`src/rtl/mem64_read_arbiter_pkg.sv`:
```
// Shared constants and types for the mem64 read arbiter: ROM geometry, FSM states
// and the (valid, owner, last) tag carried alongside each issued ROM address.
package mem64_arb_pkg;

    localparam int DEPTH   = 64;
    localparam int ADDR_W  = $clog2(DEPTH);
    localparam int DATA_W  = 5;
    localparam int OWNER_W = 3;

    typedef enum logic {
        IDLE  = 1'b0,
        BURST = 1'b1
    } arb_state_t;

    typedef struct packed {
        logic               valid;
        logic [OWNER_W-1:0] owner;
        logic               last;
    } rd_tag_t;

endpackage

```
`src/rtl/mem64_read_arbiter_rr_arbiter.sv`:
```
// Round-robin grant selection with a pointer register holding the last winner.
// With MEM64_ARB_PRIO0_EN defined, requester 0 always wins and 1..N_REQ-1 rotate.
module rr_arbiter #(
    parameter  int N_REQ = 3,
    localparam int IDX_W = $clog2(N_REQ)
) (
    input  logic             clock,
    input  logic             reset_n,
    input  logic [N_REQ-1:0] req,
    input  logic             update,
    output logic             anyReq,
    output logic [N_REQ-1:0] grant,
    output logic [IDX_W-1:0] grantIdx
);

    logic [IDX_W-1:0] ptr;
    logic             found;
    int               idx;

    always_comb begin
        anyReq   = |req;
        grant    = '0;
        grantIdx = '0;
        found    = 1'b0;
        idx      = 0;
`ifdef MEM64_ARB_PRIO0_EN
        if (req[0]) begin
            found = 1'b1;
        end
        // Pointer stays within 1..N_REQ-1, so the search rotates over those only.
        for (int k = 1; k < N_REQ; k++) begin
            idx = ((int'(ptr) - 1 + k) % (N_REQ - 1)) + 1;
            if (!found && req[IDX_W'(idx)]) begin
                found    = 1'b1;
                grantIdx = IDX_W'(idx);
            end
        end
`else
        for (int k = 1; k <= N_REQ; k++) begin
            idx = (int'(ptr) + k) % N_REQ;
            if (!found && req[IDX_W'(idx)]) begin
                found    = 1'b1;
                grantIdx = IDX_W'(idx);
            end
        end
`endif
        if (found) begin
            grant[grantIdx] = 1'b1;
        end
    end

    always_ff @(posedge clock) begin
        if (!reset_n) begin
            ptr <= IDX_W'(N_REQ - 1);
`ifdef MEM64_ARB_PRIO0_EN
        end else if (update && anyReq && (grantIdx != '0)) begin
`else
        end else if (update && anyReq) begin
`endif
            ptr <= grantIdx;
        end
    end

endmodule

```
`src/rtl/mem64_read_arbiter.sv`:
```
// Shares the mem64 ROM read port among N_REQ burst requesters; returned data is
// steered by a MEM_LAT-deep tag pipeline. Optional build macro: MEM64_ARB_PRIO0_EN.
module mem64_read_arbiter
    import mem64_arb_pkg::*;
#(
    parameter  int N_REQ   = 3,
    parameter  int MEM_LAT = 1,
    localparam int IDX_W   = $clog2(N_REQ)
) (
    input  logic                           clock,
    input  logic                           reset_n,
    input  logic [N_REQ-1:0]               req,
    input  logic [N_REQ-1:0][ADDR_W-1:0]   req_addr,
    input  logic [N_REQ-1:0][ADDR_W-1:0]   req_len,
    output logic [N_REQ-1:0]               ack,
    output logic [N_REQ-1:0]               rd_valid,
    output logic [DATA_W-1:0]              rd_data,
    output logic                           rd_last,
    output logic                           busy,
    output logic [ADDR_W-1:0]              mem_addr,
    input  logic [DATA_W-1:0]              mem_data
);

    arb_state_t       state;
    logic [ADDR_W-1:0] cnt;
    logic [IDX_W-1:0]  owner;
    logic              arbUpdate;
    logic              anyReq;
    logic [N_REQ-1:0]  grant;
    logic [IDX_W-1:0]  grantIdx;
    rd_tag_t           tagIn;
    rd_tag_t           tagOut;
    rd_tag_t           tag_p [MEM_LAT];

    assign arbUpdate = (state == IDLE);

    rr_arbiter #(.N_REQ(N_REQ)) uArb (
        .clock    (clock),
        .reset_n  (reset_n),
        .req      (req),
        .update   (arbUpdate),
        .anyReq   (anyReq),
        .grant    (grant),
        .grantIdx (grantIdx)
    );

    always_ff @(posedge clock) begin
        if (!reset_n) begin
            state    <= IDLE;
            ack      <= '0;
            mem_addr <= '0;
        end else begin
            ack <= '0;
            case (state)
                IDLE: begin
                    if (anyReq) begin
                        mem_addr <= req_addr[grantIdx];
                        cnt      <= req_len[grantIdx];
                        owner    <= grantIdx;
                        ack      <= grant;
                        state    <= BURST;
                    end
                end
                BURST: begin
                    // The address of the final beat is held; nothing further is issued.
                    if (cnt == '0) begin
                        state <= IDLE;
                    end else begin
                        mem_addr <= mem_addr + ADDR_W'(1);
                        cnt      <= cnt - ADDR_W'(1);
                    end
                end
                default: state <= IDLE;
            endcase
        end
    end

    // Issue stage: one tag per cycle in which mem_addr holds a burst address.
    assign tagIn = '{valid: (state == BURST), owner: OWNER_W'(owner), last: (cnt == '0)};

    always_ff @(posedge clock) begin
        if (!reset_n) begin
            for (int i = 0; i < MEM_LAT; i++) begin
                tag_p[i] <= '0;
            end
        end else begin
            tag_p[0] <= tagIn;
            for (int i = 1; i < MEM_LAT; i++) begin
                tag_p[i] <= tag_p[i-1];
            end
        end
    end

    // Return stage: the oldest tag lines up with mem_data.
    assign tagOut  = tag_p[MEM_LAT-1];
    assign rd_data = mem_data;
    assign rd_last = tagOut.valid && tagOut.last;

    always_comb begin
        rd_valid = '0;
        for (int i = 0; i < N_REQ; i++) begin
            rd_valid[i] = tagOut.valid && (tagOut.owner == OWNER_W'(i));
        end
    end

    always_comb begin
        busy = (state == BURST);
        for (int i = 0; i < MEM_LAT; i++) begin
            busy = busy | tag_p[i].valid;
        end
    end

endmodule

```
`config.mk`:
```
export PLATFORM = sky130hd
export DESIGN_NAME = mem64_read_arbiter
export DESIGN_NICKNAME = d
export VERILOG_FILES = /design/src/rtl/mem64_read_arbiter_pkg.sv /design/src/rtl/mem64_read_arbiter_rr_arbiter.sv /design/src/rtl/mem64_read_arbiter.sv
export SDC_FILE = /design/constraint.sdc
export NUM_CORES = 1
export LEC_CHECK = 0
export BUFFER_PORTS_ARGS = -buffer_cell sky130_fd_sc_hd__buf_2
export CAP_MARGIN = 0
export CORE_ASPECT_RATIO = 0.9
export CORE_UTILIZATION = 49
export DETAILED_ROUTE_END_ITERATION = 8
export GPL_TIMING_DRIVEN = 0
export PLACE_DENSITY = 0.8
export SLEW_MARGIN = 10
export SYNTH_ARGS = -nofsm -noshare
export SYNTH_HDL_FRONTEND = slang
export SYNTH_SLANG_ARGS = --single-unit
```
`constraint.sdc`:
```
create_clock -name clock -period 2.6 [get_ports clock]
set_input_delay 0.52 -clock clock [delete_from_list [all_inputs] [get_ports clock]]
set_output_delay 0.52 -clock clock [all_outputs]
set_load 0.03 [all_outputs]
```
==> impl_metrics.env <==
export IMPL_outcome="finished, final reports clean"
export IMPL_vias_per_cell=5.62
export IMPL_nNetsFinal=310
export IMPL_drive_above_1_share_pct=32.8
export IMPL_post_cts_resized=0
export IMPL_r2r_end="cnt[1]$_DFFE_PP_"
export IMPL_synth_area_leaders="dfxtp_1 19%, edfxtp_1 14%, mux2i_1 8.2%"
export IMPL_critPathMaxStageDelay_ns=0.39
export IMPL_port_buffers=58
export IMPL_fin_crit_sh_pct=93.0
export IMPL_finalSetupViolations=0
export IMPL_ys_flop_type="dfxtp_1"
export IMPL_routed_wl_um=4080
export IMPL_cp_cell_sequence="inv_1 -> ha_1 -> buf_6 -> inv_1 -> a221o_1 -> o211ai_2 -> inv_2 -> nor2_1 -> a221oi_1"
export IMPL_antenna_left=0
export IMPL_start_kind="flip-flop"
export IMPL_hpwl_um=3090
export IMPL_hold_viol=0
export IMPL_fp_dieH_um=58.2
export IMPL_yosysUniqueCellTypes=57
export IMPL_ir_drop_v=0.000473
export IMPL_yosys_area_top_type_share_pct=18.6
export IMPL_slew_headroom_pct=64.4
export IMPL_yosys_warnings=0
export IMPL_layout_common_cells="61 x buf_2, 19 x nand2_1, 16 x dfxtp_1, 14 x mux2i_1"
export IMPL_syn_mean_instance_area_um2=8.86
export IMPL_synth_edf_count=8
export IMPL_clock_sinks=24
export IMPL_startpoint="uArb.ptr[0]$_SDFFE_PN0P_"
export IMPL_cp_endpoint="cnt[1]$_DFFE_PP_"
export IMPL_maxSlewViolCount=0
export IMPL_cts_reportedPaths_clkPinSlew_ns=0.09
export IMPL_worst_slack_ns=0.183
export IMPL_final_common_cell="buf_2"
export IMPL_rows=20
export IMPL_cts_made_buffers=3
export IMPL_areaGrowthSynthToFinish_pct=24.2
export IMPL_yosysTopAreaCell="dfxtp_1"
export IMPL_worstMarginPinSlew_ns=0.530
export IMPL_r2r_cells=9
export IMPL_overflow=0
export IMPL_cts_hold_repair_buffers=0
export IMPL_drt_iter0_markers=124
export IMPL_vias=1685
export IMPL_fmax_mhz=414
export IMPL_netlist_area_mm2=0.00172
export IMPL_rsz0062_at_grt="false"
export IMPL_grt_max_degree=15
export IMPL_worstSetupPathType="flip-flop to flip-flop"
export IMPL_cpMaxStageDelayCell="dfxtp_1"
export IMPL_htreeDepth=1
export IMPL_antenna_found_initial=0
export IMPL_cts_tree="done"
export IMPL_hp_class="flip-flop to flip-flop"
export IMPL_fillers=309
export IMPL_clockRootBuffer="clkbuf_8"
export IMPL_gr_usage_all_layers_pct=22.5
export IMPL_die_w_um=64.4
export IMPL_ys_seq_area_share_pct=32.6
export IMPL_first_global_vias=1506
export IMPL_dr_pass1_iters=4
export IMPL_ys_ff_latch=24
export IMPL_grt_first_pass_wirelength_um=6670
export IMPL_clock_skew_ns=0.00763
export IMPL_synthesis_nets=247
export IMPL_p_per_area_mw_per_mm2=613
export IMPL_cts_setup_buffers=0
export IMPL_critPathArrivalTime_ns=2.41
export IMPL_drc_errors=0
export IMPL_worstPathMaxFanout=9
export IMPL_whs_ns=0.458
export IMPL_core_area_mm2=0.00335
export IMPL_place_ws_ns=0.185
export IMPL_cap_violations=0
export IMPL_start_util_pct=51.3
export IMPL_die_area_mm2=0.00375
export IMPL_timing_final_crit_period_ns=2.42
export IMPL_reg2reg_slack_ns=0.18
export IMPL_clockBufferDepth=2
export IMPL_clk_latency_ns=0.27
export IMPL_ios=65
export IMPL_cp_common_cell="inv_1"
export IMPL_cp_data_required_time_ns=2.59
export IMPL_detail_route_wl_per_cell_um=13.6
export IMPL_insertedDiodeCount=0
export IMPL_async_reset_ff_share_pct=0
export IMPL_syn_inst=194
export IMPL_place_congestion=0.836
export IMPL_reg2reg_from="uArb.ptr[0]$_SDFFE_PN0P_"
export IMPL_finalSetupTns_ns=0
export IMPL_cp_end_kind="flip-flop"
export IMPL_p_leak_uw=0.000994
## report_power, final
part           switching [µW]  leakage, µW  internal, µW
combinational             286     0.000749           216
clock                     122    0.0000357           206
sequential               39.0     0.000209           439
## layout make-up
cell class	count	area, µm²	area share [%]
inverters	12	45.0	2.11
clock inverters	1	30.0	1.41
clock buffers	3	41.3	1.93
multi-input cells	145	1030	48.1
plain buffers	13	86.3	4.04
repair buffers	58	290	13.6
well taps	44	55.1	2.58
flip-flops and latches	24	561	26.2
## logic make-up after synthesis
family,share of synthesized area (%)
buffers and inverters,7.64
DFF,32.6
muxes,9.61
and+or+nand+nor,19.9
xor gates and xnor gates,2.04
AOI/OAI and AO/OA,23.1
adders and majority gates,5.09
## critical path, delay by kind of cell (launching register included)
kind | cells | cell delay (ns)
fa+ha+maj | 1 | 0.29
simple gates | 1 | 0.35
compound gates | 3 | 0.69
flops | 1 | 0.39
buf+inv | 4 | 0.43
## through the flow
step                      total power (µW)  instances  utilization (%)  instance area (µm²)
after global placement                 979        296             61.6                 2060
after CTS                             1310        300             63.7                 2140
after floorplan                        858        194                -                 1720
after detailed placement               988        296             61.6                 2060
final                                 1310        300             63.7                 2140
after global routing                  1380        300             63.7                 2140
## registers in the layout (all words and copies together) (netlist names)
name and cells:
cnt 6, ack 3, uArb.ptr 2, state 1, tag_p 4, mem_addr 6, owner 2
## worst min-delay path by stage
stage / startpoint / to / slack (ns) / cells after the start
finish: owner[0]$_DFFE_PP_ / tag_p[0][1]$_SDFF_PN0_ / 0.46 / 1
global route: owner[0]$_DFFE_PP_ / tag_p[0][1]$_SDFF_PN0_ / 0.48 / 1
CTS: owner[0]$_DFFE_PP_ / tag_p[0][1]$_SDFF_PN0_ / 0.46 / 1
detailed placement: owner[0]$_DFFE_PP_ / tag_p[0][1]$_SDFF_PN0_ / 0.44 / 1
global placement: owner[1]$_DFFE_PP_ / tag_p[0][2]$_SDFF_PN0_ / 0.43 / 1
floorplan: owner[0]$_DFFE_PP_ / tag_p[0][1]$_SDFF_PN0_ / 0.43 / 1
## synth_stat cells, types with 2 or more instances
cell type and number:
a21oi_1 9, dfxtp_1 16, buf_2 3, o221ai_1 2
buf_6 2, nand2_1 19, a21o_1 2, inv_1 11
buf_4 5, clkbuf_1 3, nand2b_1 3, and2_1 4
and3b_1 2, nor3_1 9, mux2i_1 14, o21a_1 3
edfxtp_1 8, nand3_1 6, o21ai_0 11, or2_2 2
nor2_1 11, xnor2_1 3, ha_1 7, o31ai_1 4
nand3b_1 2, a221oi_1 2
## layer usage
| layer | global-route usage [%] | up-vias | part of all wire [%] |
|---|---|---|---|
| li1 | - | 829 | - |
| met1 | 29.6 | 787 | 46 |
| met2 | 38.2 | 67 | 47 |
| met3 | 4.33 | 2 | 6.3 |
| met4 | 5.40 | 0 | 0.49 |
| met5 | 0 | - | 0 |
No activity file was read; power rests on OpenSTA's default activity.
